`src/rtl/ccu_pkg.sv`:
```
// ccu_pkg: shared state encoding, default sizes and counter increment helpers
package ccu_pkg;
    typedef enum logic [1:0] {IDLE, RUN, DONE} state_t;
    localparam int DEF_W  = 3;
    localparam int DEF_CH = 4;
    localparam int DEF_CW = 8;
    function automatic logic [31:0] inc_sat(input logic [31:0] v, input logic [31:0] max);
        return v == max ? v : v + 32'd1;
    endfunction
    function automatic logic [31:0] inc_wrap(input logic [31:0] v, input logic [31:0] max);
        return v == max ? 32'd0 : v + 32'd1;
    endfunction
endpackage

```
`src/rtl/eq_pair_lane.sv`:
```
// eq_pair_lane: one channel's comparator, equal-beat count, current/longest run and sticky overflow
module eq_pair_lane
    import ccu_pkg::*;
#(
    parameter int W   = DEF_W,
    parameter int CW  = DEF_CW,
    parameter int SAT = 1
) (
    input  logic          clk,
    input  logic          rst_n,
    input  logic          clr,
    input  logic          beat,
    input  logic [W-1:0]  x,
    input  logic [W-1:0]  y,
    output logic [CW-1:0] count,
    output logic [CW-1:0] run_max,
    output logic          ovf
);
    localparam logic [31:0] MAX = 32'((64'd1 << CW) - 64'd1);
    logic [CW-1:0] count_q, count_d, run_q, run_d, max_q, max_d;
    logic          ovf_q, ovf_d, hit;
    always_comb begin
        hit     = beat && x == y;
        count_d = clr ? '0 : hit ? (SAT != 0 ? CW'(inc_sat(32'(count_q), MAX)) : CW'(inc_wrap(32'(count_q), MAX))) : count_q;
        ovf_d   = clr ? 1'b0 : ovf_q | (hit && count_q == '1);
        // the run length always saturates so run_max stays meaningful even when count wraps
        run_d   = clr ? '0 : beat ? (hit ? CW'(inc_sat(32'(run_q), MAX)) : '0) : run_q;
        max_d   = clr ? '0 : (hit && run_d > max_q) ? run_d : max_q;
    end
    always_ff @(posedge clk or negedge rst_n) begin
        if (!rst_n) begin
            count_q <= '0;
            run_q   <= '0;
            max_q   <= '0;
            ovf_q   <= 1'b0;
        end else begin
            count_q <= count_d;
            run_q   <= run_d;
            max_q   <= max_d;
            ovf_q   <= ovf_d;
        end
    end
    assign count   = count_q;
    assign run_max = max_q;
    assign ovf     = ovf_q;
endmodule

```
`src/rtl/eq_pair_counter.sv`:
```
// eq_pair_counter: windowed per-channel equal-pair counter with start/busy/done control
module eq_pair_counter
    import ccu_pkg::*;
#(
    parameter int W   = DEF_W,
    parameter int CH  = DEF_CH,
    parameter int CW  = DEF_CW,
    parameter int SAT = 1,
    parameter int LW  = CW
) (
    input  logic             clk,
    input  logic             rst_n,
    input  logic             start,
    input  logic [LW-1:0]    len,
    input  logic             in_valid,
    input  logic [CH*W-1:0]  x,
    input  logic [CH*W-1:0]  y,
    output logic             busy,
    output logic             done,
    output logic [CH*CW-1:0] count,
    output logic [CH*CW-1:0] run_max,
    output logic [CH-1:0]    ovf
);
    state_t        state_q, state_d;
    logic [LW-1:0] len_q, len_d, beat_q, beat_d;
    logic          clr, beat, last;
    always_ff @(posedge clk or negedge rst_n) begin
        if (!rst_n) begin
            state_q <= IDLE;
            len_q   <= '0;
            beat_q  <= '0;
        end else begin
            state_q <= state_d;
            len_q   <= len_d;
            beat_q  <= beat_d;
        end
    end
    // start is only honoured outside RUN; a zero length window completes on the start edge
    always_comb begin
        clr     = start && state_q != RUN;
        beat    = state_q == RUN && in_valid;
        last    = beat && (beat_q + LW'(1)) == len_q;
        len_d   = clr ? len : len_q;
        beat_d  = clr ? '0 : beat ? beat_q + LW'(1) : beat_q;
        state_d = clr ? (len == '0 ? DONE : RUN) : last ? DONE : state_q;
    end
    always_comb begin
        busy = state_q == RUN;
        done = state_q == DONE;
    end
    for (genvar c = 0; c < CH; c++) begin : g_lane
        eq_pair_lane #(.W(W), .CW(CW), .SAT(SAT)) u_lane (
            .clk     (clk),
            .rst_n   (rst_n),
            .clr     (clr),
            .beat    (beat),
            .x       (x[c*W +: W]),
            .y       (y[c*W +: W]),
            .count   (count[c*CW +: CW]),
            .run_max (run_max[c*CW +: CW]),
            .ovf     (ovf[c])
        );
    end
endmodule

```
`config.mk`:
```
export PLATFORM = sky130hd
export DESIGN_NAME = eq_pair_counter
export DESIGN_NICKNAME = d
export VERILOG_FILES = /design/src/rtl/ccu_pkg.sv /design/src/rtl/eq_pair_lane.sv /design/src/rtl/eq_pair_counter.sv
export SDC_FILE = /design/constraint.sdc
export NUM_CORES = 1
export LEC_CHECK = 0
export BUFFER_PORTS_ARGS = -buffer_cell sky130_fd_sc_hd__buf_4
export CAP_MARGIN = 0
export CORE_ASPECT_RATIO = 0.9
export CORE_MARGIN = 1.5
export CORE_UTILIZATION = 40
export DETAILED_ROUTE_END_ITERATION = 12
export PLACE_DENSITY = 0.66
export SYNTH_ARGS = -nofsm -noshare
export SYNTH_HDL_FRONTEND = slang
export SYNTH_HIERARCHICAL = 1
export SYNTH_SLANG_ARGS = --single-unit
```
`constraint.sdc`:
```
create_clock -name clk -period 8.65 [get_ports clk]
set_clock_uncertainty 0.05 [all_clocks]
set_input_delay 0.4325 -clock clk [delete_from_list [all_inputs] [get_ports clk]]
set_output_delay 0.4325 -clock clk [all_outputs]
set_load 0.01 [all_outputs]
```
# Yosys cells after proc, flatten, opt, wreduce, memory -nomap -nowiden
# Index checks and enable logic that the tools add are counted.
# word_totals
in_bits	36
elab_cells	131
ff_bits	118
# classes
n_bitwise	4
addsub	9
reduce_logical	30
n_eq_ne	20
muxes	45
n_lt_le_gt_ge	4
# ops
operator	n
$mux 8	38
$add 8x1->8 const B	9
$eq 8x8->1 const B	8
$gt 8x8->1	4
$reduce_bool 2->1	10
$logic_and 1x1->1	15
$eq 3x3->1	4
$eq 8x8->1	1
$logic_not 8->1	1
$reduce_and 2->1	4
$mux 2	3
$ne 2x1->1 const B	3
$mux 1	4
$ne 2x2->1 const B	2
$or 1x1->1	4
$eq 2x1->1 const B	1
$eq 2x2->1 const B	1

# Depth between registers and ports, before layout
# Gate-level depths: netlist of run 1.
# depth
word_depth	10
depth_mapped	16

# Modules after synthesis
# The synthesis of run 1 kept the hierarchy.
# modules_own_cells
mod	cells_each	instances	area_per_inst_um2	seq_area_each_um2
eq_pair_lane	156	4	1487.7	625.6
eq_pair_counter	112	1	977.2	450.4

# Worst setup path before layout of run 1
# OpenSTA, ideal clock, no wires.
# synth_path
path_type	reg-to-reg
from	reg state_q[1]
to	reg g_lane[0].u_lane.max_q[6]
stages_incl_launch_ff	15
required_ps	8504
t_arrival_ps	3516
slack_ps	4989
period_less_slack_ps	3661
path_cell_list	dfrtp_1 -> nand2b_1 -> nand2_1 -> inv_1 -> clkbuf_1 -> clkbuf_1 -> clkbuf_1 -> nor2_1 -> ha_1 -> nand4b_1 -> a31o_1 -> a221o_1 -> buf_6 -> or3_1 -> o31ai_1
# synth_rtl
element	line	source
start: declaration	eq_pair_counter.sv:24	state_t state_q, state_d;
start signal: assignment	eq_pair_counter.sv:33	state_q <= state_d;
$ne 2x1->1 (*)	eq_pair_counter.sv:40	clr = start && state_q != RUN;
$logic_and 1x1->1 (*)	eq_pair_counter.sv:40	
named net clr	eq_pair_counter.sv:26	logic clr, beat, last;
$mux 8	eq_pair_lane.sv:27	run_d = clr ? '0 : beat ? (hit ? CW'(inc_sat(32'(run_q), MAX)) : '0) : run_q;
$gt 8x8->1	eq_pair_lane.sv:28	max_d = clr ? '0 : (hit && run_d > max_q) ? run_d : max_q;
$logic_and 1x1->1	eq_pair_lane.sv:28	
$reduce_bool 2->1 (no line)	--	
end signal: assignment	eq_pair_lane.sv:39	max_q <= max_d;
end: declaration	eq_pair_lane.sv:20	logic [CW-1:0] count_q, count_d, run_q, run_d, max_q, max_d;
# Mark *: on every way through the listed nets, which the timed path passes. The rest lies on a longest branch. The select of a mux whose other input is x is not followed.
# A chain may end at the register's enable or synchronous reset.

# Worst setup path after layout of run 1
# layout_path
from	reg state_q[1]
to	reg g_lane[3].u_lane.max_q[5]
# layout_via
elab_chain_len	9
# layout_rtl
element	line	source
$eq 2x1->1 (*)	eq_pair_counter.sv:41	beat = state_q == RUN && in_valid;
$logic_and 1x1->1 (*)	eq_pair_counter.sv:41	
named net beat	eq_pair_counter.sv:26	
$logic_and 1x1->1	eq_pair_lane.sv:23	hit = beat && x == y;
$mux 8 (3 in series)	eq_pair_lane.sv:27	
$gt 8x8->1	eq_pair_lane.sv:28	
$logic_and 1x1->1	eq_pair_lane.sv:28	
$reduce_bool 2->1 (no line)	--	
end signal: assignment	eq_pair_lane.sv:39	
end: declaration	eq_pair_lane.sv:20	
# Marked as above.

==> flow_metrics.py, run 1 <==
metrics = {
    "detailed_routing": {
        "antenna_left": 0,
        "dr.pass1.iters": 5,
        "drt_iter0_markers": 382,
        "drt_wl_total_um": 16060,
        "route.vias.total": 5716,
        "wl_per_cell_um": 15.08,
        "wl_met3_um": 673,
        "drt-vias-per-instance": 5.367,
        "drc": 0,
        "highest_layer": "met4",
        "wl_met2_um": 7348,
        "drt-met1-wl_um": 7893,
    },
    "setup_path": {
        "cp_max_fo": 51,
        "start_kind": "flop",
        "cp_cell_sequence": "nand2b_1 > inv_2 > nand2_1 > inv_2 > nand4_1 > a21oi_1 > mux2i_1 > or2_1 > ha_1 > nand4b_1 > a31o_1 > a221o_1 > or3_1 > o31ai_1",
        "crit_path_max_incr_delay_ns": 0.67,
        "timing_worst_setup_path_type": "reg -> reg",
        "path_common_cell": "inv_2",
        "reg2reg_from": "state_q[1]",
        "crit_required_ns": 8.91,
        "startpoint": "state_q[1]",
        "critPathSlowestCell": "inv_2",
        "arrival_ns": 4.78,
        "cp-end-kind": "flop",
    },
    "sta": {
        "hold_viol_final": 8,
        "worst_slew_pin_slew_ns": 0.8702,
        "timing.final.crit_share_pct": 52.19,
        "setup_violations": 0,
        "relSlewSlack_pct": 41.99,
        "fin_crit_ns": 4.514,
        "drv_slew": 0,
        "hold_slack_ns": -0.01414,
        "rsz0062_at_grt": "false",
        "max_freq_mhz": 221.5,
        "fin_tns_setup_ns": 0,
    },
    "placed_design": {
        "dpl.hpwl_um": 11300,
        "placed_cells": 1033,
        "routabilityCongestion": 0.8216,
        "portBuffers": 105,
    },
    "clock_tree": {
        "root_buffer": "clkbuf_16",
        "ctsHoldBuffers": 0,
        "clock-sinks": 118,
        "clockBufferDepth": 2,
        "htree_levels": 4,
        "post_cts_buffers": 0,
        "cts-resized-gates": 0,
        "cts_tree": "built",
        "numCtsBuffers": 17,
        "clock_latency_ns": 0.42,
        "path_clk_slew_ns": 0.06,
    },
    "layout": {
        "final_nets": 918,
        "fillers": 1595,
        "drive_above_1_share_pct": 19.20,
        "seq_area_um2": 2953,
        "area_growth_pct": 21.80,
        "multi_input_area_um2": 3681,
        "finalNonFillerCells": 1065,
        "diodes": 0,
    },
    "floorplanning": {
        "die_y_um": 127.9,
        "design.core.area_um2": 16890,
        "ioPinCount": 106,
        "start_util_pct": 41.01,
        "die_area_um2": 18120,
        "die-width_um": 141.7,
        "rows": 45,
    },
    "logic_synthesis": {
        "synth.top_cells.by_count": "dfrtp_1 (118), nor2_1 (77), nand2_1 (69)",
        "synthesis.area_um2": 6928,
        "ys_warn_count": 6,
        "yosys.area_share.simple_pct": 22.81,
        "synth_cell_types": 54,
        "synth_fa_ha_area_share_pct": 7.405,
        "yosysSeqAreaShare_pct": 42.62,
        "syn-num-nets": 813,
        "ys.flop_type": "dfrtp_1",
        "synth_edf_count": 0,
        "yosysMostFrequentCell": "dfrtp_1",
        "synth_top_cell_by_area": "dfrtp_1",
        "netlist_top_cells_area": "dfrtp_1 (43%), ha_1 (7.4%), xnor2_1 (5.9%)",
        "synth_xor_area_share_pct": 6.321,
        "synth_top_family_by_area": "simple AND/OR/NAND/NOR gates",
        "netlist_instances": 736,
        "synth-compound-area-share_pct": 13.56,
        "synth_top_cell_area_share_pct": 42.62,
        "async_reset_ff_share_pct": 100.0,
        "synthMuxAreaShare_pct": 3.034,
        "ys_seq_elements": 118,
        "synth_area_per_cell_um2": 9.413,
    },
    "grt": {
        "grt_pass1_wl_um": 27390,
        "track_usage_pct": 18.88,
        "grt_overflow": 0,
        "grt_pass1_vias": 5533,
        "grt_max_degree": 68,
        "antenna_found_initial": 0,
    },
    "run_status": {
        "violations": "hold timing",
        "outcome": "complete, but fails checks",
    },
    "hold_path": {
        "hp-class": "in -> async",
    },
    "power": {
        "worst_ir_drop_vdd_v": 0.0001622,
        "power.leakage_nw": 3.869,
        "p_per_area_nw_per_um2": 192.9,
    },
    "run": {
        "maxCapViolCount": 0,
    },
}
==> through the flow <==
| stage | setup WS [ns] | instance area, um2 | power, mW | util (%) |
|---|---|---|---|---|
| 2_1_floorplan | 4.989 | 6928 | 0.8431 | - |
| 3_3_place_gp | 4.373 | 7853 | 0.9367 | 46.49 |
| 3_5_place_dp | 4.169 | 7853 | 0.9404 | 46.49 |
| 4_1_cts | 4.167 | 8438 | 1.649 | 49.96 |
| 5_1_grt | 3.695 | 8438 | 1.716 | 49.96 |
| 6_report | 4.136 | 8438 | 1.628 | 49.96 |
==> flip-flops by register name, indices dropped and copies added (netlist names) <==
name	count
g_lane.u_lane/count	32
g_lane.u_lane/run_max	32
beat_q	8
state_q	2
g_lane.u_lane/run_q	32
len_q	8
g_lane.u_lane/ovf	4
==> where the power goes <==
part	total (mW)	switching, mW	internal (mW)	leakage [nW]
Clock	0.699	0.260	0.439	0.272
Sequential	0.626	0.0362	0.590	1.63
Combinational	0.303	0.195	0.109	1.97
Total	1.63	0.491	1.14	3.87
==> cells in the final DEF (no fill, tap or decap), drive strengths merged, types with 5 or more instances in the layout <==
cell type  count
dfrtp        118
buf          107
nor2          81
nand2         69
xnor2         47
a21oi         44
ha            41
inv           40
nand3         38
o21ai         31
nand4         22
clkbuf        21
o31ai         18
nor4          14
mux2i         12
and2          10
and3          10
or3            9
nor3           9
a21o           9
mux2           8
nand3b         8
a211oi         8
nand2b         7
nor2b          5
and4           5
a22oi          5
clkinvlp       5
==> critical path, delay by kind of cell (launching register included) <==
family                   cells  cell delay [ns]
buffers and inverters        2             0.74
flip-flops                   1             0.39
AO/OA/AOI/OAI                4             1.06
adder cells (fa/ha/maj)      1             0.18
multiplexers                 1             0.18
AND/OR/NAND/NOR              6             1.78
==> cells by family (layout without fill, tap and decap cells) <==
logic type,count (synthesis),after routing
simple gates,304,304
compound gates,142,142
flops,118,118
buf+inv,61,179
xor+xnor,50,50
fa+ha+maj,41,41
mux,20,20
==> path summary, 6_finish.rpt <==
check | end | slack, ns | cells after the start
worst max-delay path | g_lane[3].u_lane/run_max[5] | 4.14 | 14
worst min-delay path | g_lane[3].u_lane/count[6] | -0.01 | 1
worst max register to register | g_lane[3].u_lane/run_max[5] | 4.14 | 14
worst min register to register | len_q[3] | 0.44 | 2
max in group asynchronous | g_lane[1].u_lane/run_q[0] | 7.24 | 2
min in group clk | len_q[0] | 0.17 | 3
==> layout make-up <==
cell class	instances	area share [%]
Inverter	40	1.794
Clock inverter	11	1.483
Sequential cell	118	34.99
Timing Repair Buffer	107	9.520
Multi-Input combinational cell	557	43.62
Tap cell	211	3.129
Clock buffer	21	5.457
==> per-layer routing <==
metal  up-vias  global-route usage (%)
li1       2850                       -
met4         0                   5.518
met2       125                   29.21
met3        11                   4.931
met1      2730                   26.10
met5         -                       0
No activity file was read; power rests on OpenSTA's default activity.
==> run 2, diff against run 1 <==
==> constraint.sdc (replaced) <==
create_clock -name clk -period 4.33 [get_ports clk]
set_clock_uncertainty 0.05 [all_clocks]
set_input_delay 0.2165 -clock clk [delete_from_list [all_inputs] [get_ports clk]]
set_output_delay 0.2165 -clock clk [all_outputs]
set_load 0.01 [all_outputs]
==> run 2 against run 1 <==
The run now ends clean. Design area grew 1.9%. First-iteration DRC count shrank 17%. Largest cell class unchanged. Hold slack gained 0.044 ns. Critical endpoint is now g_lane[3].u_lane/run_max[6].
==> flow_metrics.py, run 2 (same netlist as run 1, synthesis figures left out) <==
metrics = {
    "hold_path": {
        "hp-class": "in -> reg",
        "hold_depth": 3,
    },
    "placed_design": {
        "placed_area_um2": 7933,
        "preCtsSetupSlack_ns": 0.6310,
        "portBuffers": 105,
        "routabilityCongestion": 0.8324,
        "dpl.hpwl_um": 11430,
    },
    "sta": {
        "timing.final.crit_share_pct": 86.63,
        "setup_slack_ns": 0.5789,
        "worst_slew_pin_slew_ns": 0.7743,
        "setup_violations": 0,
        "drv_slew": 0,
        "max_freq_mhz": 266.6,
        "hold_viol_final": 0,
        "fin_tns_setup_ns": 0,
        "fin_crit_ns": 3.751,
        "rsz0062_at_grt": "false",
        "hold_slack_ns": 0.02968,
        "relSlewSlack_pct": 48.38,
    },
    "setup_path": {
        "crit_family": "simple AND/OR/NAND/NOR gates",
        "rr_worst_depth": 16,
        "cp.depth": 16,
        "critPathSlowestCell": "a221o_1",
        "path_buf_inv": 4,
        "crit_path_max_incr_delay_ns": 0.44,
        "cp_cell_sequence": "nand2b_1 > inv_2 > nand2_1 > inv_2 > buf_4 > nand4_1 > buf_4 > a21oi_1 > mux2i_1 > or2_1 > ha_1 > nand4b_1 > a31o_1 > a221o_1 > or3_1 > o31ai_1",
        "crit_required_ns": 4.60,
        "cp-end-kind": "flop",
        "cp_max_fo": 14,
        "timing_worst_setup_path_type": "reg -> reg",
        "arrival_ns": 4.02,
        "start_kind": "flop",
    },
    "power": {
        "p_sw_mw": 0.9665,
        "p_sw_share_pct": 29.48,
        "p_total_mw": 3.278,
        "seqPwrFrac_pct": 38.1,
        "worst_ir_drop_vdd_v": 0.0003137,
        "p_int_mw": 2.311,
        "clkPwrFrac_pct": 42.2,
        "p_comb_share_pct": 19.6,
        "power.leakage_nw": 3.964,
        "p_per_area_nw_per_um2": 381.1,
    },
    "clock_tree": {
        "cts_tree": "built",
        "clock_latency_ns": 0.42,
        "path_clk_slew_ns": 0.05,
        "root_buffer": "clkbuf_16",
        "clockBufferDepth": 2,
        "htree_levels": 4,
        "clock-sinks": 118,
        "post_cts_buffers": 0,
        "numCtsBuffers": 17,
    },
    "layout": {
        "drive_above_1_share_pct": 19.72,
        "seq_area_um2": 2953,
        "fillers": 1593,
        "area_growth_pct": 24.15,
        "diodes": 0,
        "multi_input_area_um2": 3681,
        "final_nets": 936,
        "fin_area_um2": 8601,
        "final_common_cell": "dfrtp_1",
        "layout_common_cells": "dfrtp_1 (118), buf_4 (115), nor2_1 (77)",
    },
    "floorplanning": {
        "ioPinCount": 106,
        "start_util_pct": 41.01,
        "rows": 45,
        "design.core.area_um2": 16890,
        "die_y_um": 127.9,
        "die_area_um2": 18120,
        "die-width_um": 141.7,
    },
    "detailed_routing": {
        "drt-vias-per-instance": 5.366,
        "drt_wl_total_um": 16230,
        "antenna_left": 0,
        "drt_iter0_markers": 317,
        "drc": 0,
        "wl_per_cell_um": 14.98,
        "route.vias.total": 5811,
        "dr.pass1.iters": 5,
    },
    "run_status": {
        "outcome": "finished clean",
    },
    "grt": {
        "grt_pass1_vias": 5448,
        "antenna_found_initial": 0,
        "track_usage_pct": 18.71,
        "grt_pass1_wl_um": 27060,
        "grt_overflow": 0,
        "grt_max_degree": 60,
    },
    "run": {
        "maxCapViolCount": 0,
    },
}
==> run 2: cell count changes in the layout (fill, tap and decap cells not counted) <==
cell           change
clkinv_2           +3
clkbuf_8           +1
clkinv_4           -1
clkinvlp_4         -3
inv_6              -1
buf_12             +1
clkbuf_1           +1
buf_4              +8
dlygate4sd3_1      +9
==> run 2: path summary, 6_finish.rpt <==
kind / startpoint / to / slack (ns)
max in group asynchronous: rst_n / g_lane[2].u_lane/run_max[7] / 2.93
hold reg to reg: len_q[1] / len_q[1] / 0.45
setup reg to reg: state_q[1] / g_lane[3].u_lane/run_max[6] / 0.58
setup / recovery: state_q[1] / g_lane[3].u_lane/run_max[6] / 0.58
min in group asynchronous: rst_n / g_lane[3].u_lane/count[7] / 0.38
hold / removal: start / state_q[0] / 0.03
==> run 2: timing repair <==
item,4_1_cts,5_1_grt
hold buffers,9,0
hold endpoints to repair,64,0
resized for setup,0,0
==> run 2: final cells by class <==
class / count / area share (%)
multi-input cells: 557 / 42.80
well taps: 211 / 3.070
flip-flops and latches: 118 / 34.33
repair buffers: 125 / 11.32
clock inverters: 9 / 1.164
inverters: 40 / 1.760
clock buffers: 23 / 5.557
==> run 2: layer usage <==
layer | GRT usage [%] | part of all wire (%) | routed length (um)
met4 | 5.822 | 1.3 | 212
met3 | 4.744 | 4.6 | 750
met2 | 29.01 | 47 | 7579
met5 | 0 | 0 | 0
met1 | 25.78 | 47 | 7685
==> run 2: power by group through the flow <==
stage          Sequential [mW]  Combinational (mW)  Clock [mW]
2_1_floorplan             1.26               0.425           0
3_3_place_gp              1.27               0.636           0
3_5_place_dp              1.27               0.638           0
4_1_cts                   1.25               0.651        1.41
5_1_grt                   1.26               0.722        1.47
6_report                  1.25               0.644        1.38
==> run 2: tightest hold or removal path, stage by stage <==
cell and delay [ns]:
buf_4 0.09, a22oi_1 0.06, nor2_1 0.09
==> run 2: per-stage QoR <==
stage                     utilization, %  cells
final                              50.92   1083
after floorplan                        -    736
after global placement             46.96   1042
after global routing               50.92   1083
after detailed placement           46.96   1042
after CTS                          50.92   1083
